`src/rtl/pattern_seq_pkg.sv`:
```
// Shared types and widths for the serial pattern transmitter.
package pattern_seq_pkg;

  typedef enum logic [3:0] {
    IDLE  = 4'b0001,
    SHIFT = 4'b0010,
    GAP   = 4'b0100,
    DONE  = 4'b1000
  } state_t;

  localparam int unsigned GAP_CW  = 4;
  localparam int unsigned REPS_CW = 8;

  // Bit-index counter width for a W-bit pattern (at least one bit).
  function automatic int unsigned idx_width(input int unsigned w);
    return (w < 2) ? 1 : $clog2(w);
  endfunction

endpackage

```
`src/rtl/seq_tx_shreg.sv`:
```
// W-bit parallel-load, shift-left register; serial output is the MSB.
module seq_tx_shreg #(
  parameter int unsigned W = 4
) (
  input  logic         clk,
  input  logic         rst,
  input  logic         load,
  input  logic         shift,
  input  logic [W-1:0] din,
  output logic         msb
);

  logic [W-1:0] q;

  always_ff @(posedge clk or posedge rst) begin
    if (rst)        q <= '0;
    else if (load)  q <= din;
    else if (shift) q <= {q[W-2:0], 1'b0};
  end

  assign msb = q[W-1];

endmodule

```
`src/rtl/pattern_seq_tx.sv`:
```
// Moore serial pattern transmitter: repeats a W-bit pattern MSB-first with optional gap bits.
module pattern_seq_tx
  import pattern_seq_pkg::*;
#(
  parameter int unsigned W        = 4,
  parameter logic        IDLE_BIT = 1'b0
) (
  input  logic               clk,
  input  logic               rst,
  input  logic               start,
  input  logic               abort,
  input  logic [W-1:0]       pattern,
  input  logic [REPS_CW-1:0] reps,
  input  logic [GAP_CW-1:0]  gap,
  input  logic               gap_bit,
  output logic               dout,
  output logic               dvalid,
  output logic               busy,
  output logic               done,
  output logic [REPS_CW-1:0] sent_cnt
);

  localparam int unsigned        IDX_W    = idx_width(W);
  localparam logic [IDX_W-1:0]   LAST_IDX = IDX_W'(W - 1);

  state_t state_q, state_d;

  logic [W-1:0]       pat_q;
  logic [REPS_CW-1:0] reps_q, sent_q;
  logic [GAP_CW-1:0]  gap_q, gap_cnt_q;
  logic               gap_bit_q;
  logic [IDX_W-1:0]   idx_q;

  logic accept, clr_sent, inc_sent;
  logic sh_load, sh_shift, idx_load, gap_load, gap_dec;
  logic [W-1:0] sh_din;
  logic sh_msb;

  // First load comes straight from the port; later reloads use the latched copy.
  assign sh_din = (state_q == IDLE) ? pattern : pat_q;

  seq_tx_shreg #(.W(W)) u_shreg (
    .clk   (clk),
    .rst   (rst),
    .load  (sh_load),
    .shift (sh_shift),
    .din   (sh_din),
    .msb   (sh_msb)
  );

  always_ff @(posedge clk or posedge rst) begin
    if (rst) state_q <= IDLE;
    else     state_q <= state_d;
  end

  always_comb begin
    state_d  = state_q;
    accept   = 1'b0;
    clr_sent = 1'b0;
    inc_sent = 1'b0;
    sh_load  = 1'b0;
    sh_shift = 1'b0;
    idx_load = 1'b0;
    gap_load = 1'b0;
    gap_dec  = 1'b0;
    if (abort) begin
      state_d = IDLE;
    end else begin
      case (state_q)
        IDLE: begin
          if (start) begin
            clr_sent = 1'b1;
            if (reps == '0) begin
              state_d = DONE;
            end else begin
              accept   = 1'b1;
              sh_load  = 1'b1;
              idx_load = 1'b1;
              state_d  = SHIFT;
            end
          end
        end
        SHIFT: begin
          if (idx_q == '0) begin
            inc_sent = 1'b1;
            if (REPS_CW'(sent_q + 1'b1) == reps_q) begin
              state_d = DONE;
            end else if (gap_q != '0) begin
              gap_load = 1'b1;
              state_d  = GAP;
            end else begin
              sh_load  = 1'b1;
              idx_load = 1'b1;
            end
          end else begin
            sh_shift = 1'b1;
          end
        end
        GAP: begin
          if (gap_cnt_q == GAP_CW'(1)) begin
            sh_load  = 1'b1;
            idx_load = 1'b1;
            state_d  = SHIFT;
          end else begin
            gap_dec = 1'b1;
          end
        end
        DONE:    state_d = IDLE;
        default: state_d = IDLE;
      endcase
    end
  end

  always_ff @(posedge clk or posedge rst) begin
    if (rst) begin
      pat_q     <= '0;
      reps_q    <= '0;
      gap_q     <= '0;
      gap_bit_q <= 1'b0;
      sent_q    <= '0;
      idx_q     <= '0;
      gap_cnt_q <= '0;
    end else begin
      if (accept) begin
        pat_q     <= pattern;
        reps_q    <= reps;
        gap_q     <= gap;
        gap_bit_q <= gap_bit;
      end
      if (clr_sent)      sent_q <= '0;
      else if (inc_sent) sent_q <= sent_q + 1'b1;
      if (idx_load)      idx_q <= LAST_IDX;
      else if (sh_shift) idx_q <= idx_q - 1'b1;
      if (gap_load)      gap_cnt_q <= gap_q;
      else if (gap_dec)  gap_cnt_q <= gap_cnt_q - 1'b1;
    end
  end

  always_comb begin
    dout   = IDLE_BIT;
    dvalid = 1'b0;
    busy   = 1'b0;
    done   = 1'b0;
    case (state_q)
      SHIFT: begin
        dout   = sh_msb;
        dvalid = 1'b1;
        busy   = 1'b1;
      end
      GAP: begin
        dout = gap_bit_q;
        busy = 1'b1;
      end
      DONE:    done = 1'b1;
      default: ;
    endcase
  end

  assign sent_cnt = sent_q;

endmodule

```
`config.mk`:
```
export PLATFORM = sky130hd
export DESIGN_NAME = pattern_seq_tx
export DESIGN_NICKNAME = d
export VERILOG_FILES = /design/src/rtl/pattern_seq_pkg.sv /design/src/rtl/seq_tx_shreg.sv /design/src/rtl/pattern_seq_tx.sv
export SDC_FILE = /design/constraint.sdc
export NUM_CORES = 1
export LEC_CHECK = 0
export ABC_AREA = 1
export CORE_MARGIN = 2
export CORE_UTILIZATION = 35
export DETAILED_ROUTE_END_ITERATION = 8
export HOLD_SLACK_MARGIN = 0.06
export SYNTH_ARGS = -nofsm -noshare
export SYNTH_HDL_FRONTEND = slang
export SYNTH_SLANG_ARGS = --single-unit
```
`constraint.sdc`:
```
create_clock -name clk -period 3.5 [get_ports clk]
set_input_delay 0.525 -clock clk [delete_from_list [all_inputs] [get_ports clk]]
set_output_delay 0.525 -clock clk [all_outputs]
set_load 0.005 [all_outputs]
```
==> summary.txt <==
Run status
  • Outcome: complete, no violations

Synth
  • Synthesized cell area: 2240 µm²
  • Largest area contributor in the synthesized netlist: dfrtp_1
  • Post-Synthesis Cells: 296
  • Asr flop ratio synth: 100%
  • Share of the synthesized area in the top cell type: ~42%
  • Yosys warnings: 0
  • Most instantiated library cell after synthesis: nand2_1
  • Top post-synthesis cells by area: dfrtp_1 42%, nand2_1 13%, nand3_1 7.6%
  • Post-synth cell types: 31
  • Syn_area_per_cell: 7.58 µm²
  • Post-synth EDFFs: 0
  • Seq/Total Area, Yosys: 43.5%
  • Most used DFF post-synth: dfrtp_1
  • Post-synthesis register bit count: 39
  • Post-synth top cells: 77 x nand2_1, 44 x inv_1, 38 x dfrtp_1, 34 x nand3_1, 25 x o21ai_0
  • Mapped Nets: between 300 and 400

Clock network
  • # resized after CTS: 0
  • Clock sinks: 39
  • Setup Fix Bufs, Post-CTS: 0
  • Root buf cell: clkbuf_8
  • Htree depth: 2
  • Clock latency on the worst-skew pair: 0.29 ns
  • Hold-fix buffers, CTS: 0
  • Clock buffer depth: 2
  • TritonCTS clock tree: yes
  • CTS clk-pin slew, worst paths: about 0.070 ns
  • Num CTS Buffers: 5

Critical path
  • Crit-path cells: or2_2 -> nor3_1 -> inv_1 -> o21ai_0 -> clkdlybuf4s50_1
  • FF-to-FF Start: state_q[3]
  • Crit path DAT: between 1.5 and 2 ns
  • FF-to-FF setup slack: 1.19 ns
  • CP max stage delay: roughly 0.53 ns
  • CP max FO: 5
  • Element type at the critical path end: output pin
  • Slowest CP cell: clkdlybuf4s50_1
  • Reg2Reg Depth: 7
  • Reg2Reg Capture Point: pat_q[0]
  • Critical path type: reg -> out
  • CP Launch Type: register
  • Worst EP required: 2.97 ns

Route
  • DRC: 0
  • Antenna-violating nets left: 0
  • Drt wl/cell: 11.9 µm
  • Initial DRT Pass Iterations: 4
  • DR vias: around 2000
  • Initial DRC count: 126
  • Vias per cell: 4.75
  • Routed WL: 4890 µm

Final layout
  • Fin util: roughly 44%
  • Area growth from synthesis to layout: 23.0%
  • Ant diodes: 0
  • Non-filler cells, final: around 410
  • # fillers: 634
  • Share of post-route cells with drive strength above 1: 12.5%
  • Total Nets Final: 359

STA
  • Setup violators final: 0
  • Fin. Hold Viols: 0
  • Count of final max-slew check failures: 0
  • Max Clock Freq: 406 MHz
  • Period utilization: 70.4%
  • RSZ-0062 raised after global routing: no
  • Worst Skew: roughly 0.0053 ns
  • Worst-Margin Slew: 0.549 ns
  • Setup Total Neg Slack: 0 ns
  • Minimum clock period: around 2.5 ns
  • Setup ws final: 1.04 ns
  • Relative slew slack: around 63%

Place
  • Placed instance count: a little over 400
  • GP Congestion: just over 0.8
  • Placement-stage worst setup slack: 0.794 ns
  • Hpwl dp: 3700 µm
  • IO Port Bufs: 32

Floorplanning
  • Core area: 6280 µm²
  • Rows: 29
  • Die Ht: 84.1 µm
  • Die Wd: 84.1 µm
  • Initial Util: 35.8%
  • DIE AREA: 7070 µm²
  • I/O pin count: 33

Pwr
  • Clk pwr share: 30.1%
  • P_int: a little over 800 µW
  • Combinational Power Share: 20.0%
  • Max IR drop VDD: approximately 0.20 mV
  • Sequential share of power: 49.9%
  • Static leakage power: around 1.3 nW
  • Sw frac: 29.1%
  • PD cells: roughly 410 nW/µm²
  • Net Switching: between 300 and 400 µW

Hold path
  • Min-Delay Startpoint: idx_q[0]
  • Worst hold endpoint: idx_q[0]
  • Worst Hold Depth: 2
  • Worst Hold Class: reg -> reg

Global route
  • Pin count of the biggest net entering global routing: 40
  • Initial antenna violation count: 0
  • First-pass GRT wire length: 8640 µm
  • Tot GR Track Use: around 15%
  • Total congestion overflow: 0
  • Vias in the first global route: 1868

Flow run
  • Max-cap violations: 0
[worst max-delay path by stage]
stage,slack (ns),start,depth (start not counted),endpoint
5_1_grt,0.89,state_q[1],5,dout
3_3_place_gp,0.83,abort,6,pat_q[0]
6_report,1.04,state_q[1],5,dout
3_5_place_dp,0.79,abort,6,reps_q[1]
2_1_floorplan,1.68,sent_cnt[0],13,u_shreg.q[1]
4_1_cts,1.01,state_q[1],5,dout
[stage by stage]
| stage | total power, mW | cell area (µm²) | hold slack (ns) |
|---|---|---|---|
| 2_1_floorplan | 0.738 | 2240 | 0.465 |
| 4_1_cts | 1.16 | 2760 | 0.512 |
| 6_report | 1.14 | 2760 | 0.504 |
| 3_5_place_dp | 0.812 | 2660 | 0.494 |
| 3_3_place_gp | 0.808 | 2660 | 0.484 |
| 5_1_grt | 1.22 | 2760 | 0.534 |
[registers in the layout, summed over array words and instances, names as in the netlist, 2 cells and up]
name	count
gap_q	4
idx_q	2
pat_q	4
sent_cnt	8
state_q	4
u_shreg.q	4
gap_cnt_q	4
reps_q	8
[cell type report]
| cell class | instances | area, µm² | share of cell area (%) |
|---|---|---|---|
| timing repair buffer | 34 | 335 | 12.1 |
| multi-input combinational | 206 | 1070 | 38.8 |
| tap | 77 | 96.3 | 3.49 |
| sequential | 39 | 977 | 35.4 |
| inverter | 48 | 180 | 6.52 |
| clock buffer | 8 | 100 | 3.62 |
[placed cells by master, fill, tap and decap left out, types with 3 or more instances in the layout]
cell             synthesis  routed
inv_1                   44      44
nor2_2                   7       8
dfrtp_1                 38      38
or2_2                    3       3
nor2_1                  18      17
ha_1                     4       4
clkdlybuf4s50_1          0      32
xor2_1                   3       3
nand3_1                 34      34
o21ai_0                 25      25
clkbuf_8                 0       7
nor3_1                   4       4
nand2_1                 77      77
nand2_2                  5       5
mux2_2                   3       3
inv_2                    4       4
a21oi_1                  5       5
[worst max-delay path, delay by kind of cell (launching register included)]
family                 cells  cell delay (ns)
AOI/OAI and AO/OA          1             0.17
and+or+nand+nor            2             0.46
buffers and inverters      2             0.66
DFF                        1             0.38
[power groups by stage]
| stage | Sequential (mW) | Combinational [mW] | Clock, mW |
|---|---|---|---|
| after floorplan | 0.570 | 0.168 | 0 |
| after global placement | 0.579 | 0.228 | 0 |
| after detailed placement | 0.581 | 0.231 | 0 |
| after CTS | 0.571 | 0.233 | 0.355 |
| after global routing | 0.581 | 0.266 | 0.374 |
| final | 0.571 | 0.229 | 0.344 |
[cells by family after synthesis]
| logic type | count (synthesis) | share of synthesized area (%) |
|---|---|---|
| AO/OA/AOI/OAI | 34 | 7.86 |
| XOR/XNOR | 4 | 1.56 |
| adder cells (fa/ha/maj) | 4 | 2.23 |
| multiplexers | 4 | 1.95 |
| flip-flops | 39 | 43.5 |
| buffers and inverters | 51 | 8.81 |
| AND/OR/NAND/NOR | 160 | 34.1 |
[layer usage]
layer  global-route usage (%)  routed length [µm]  share of wire [%]
met5                        0                   0                  0
met2                     23.5                2230                 46
met1                     20.5                2340                 48
met4                     5.28                  78                1.6
met3                     3.66                 235                4.8
Note: power is estimated with default switching activity, not from simulation.
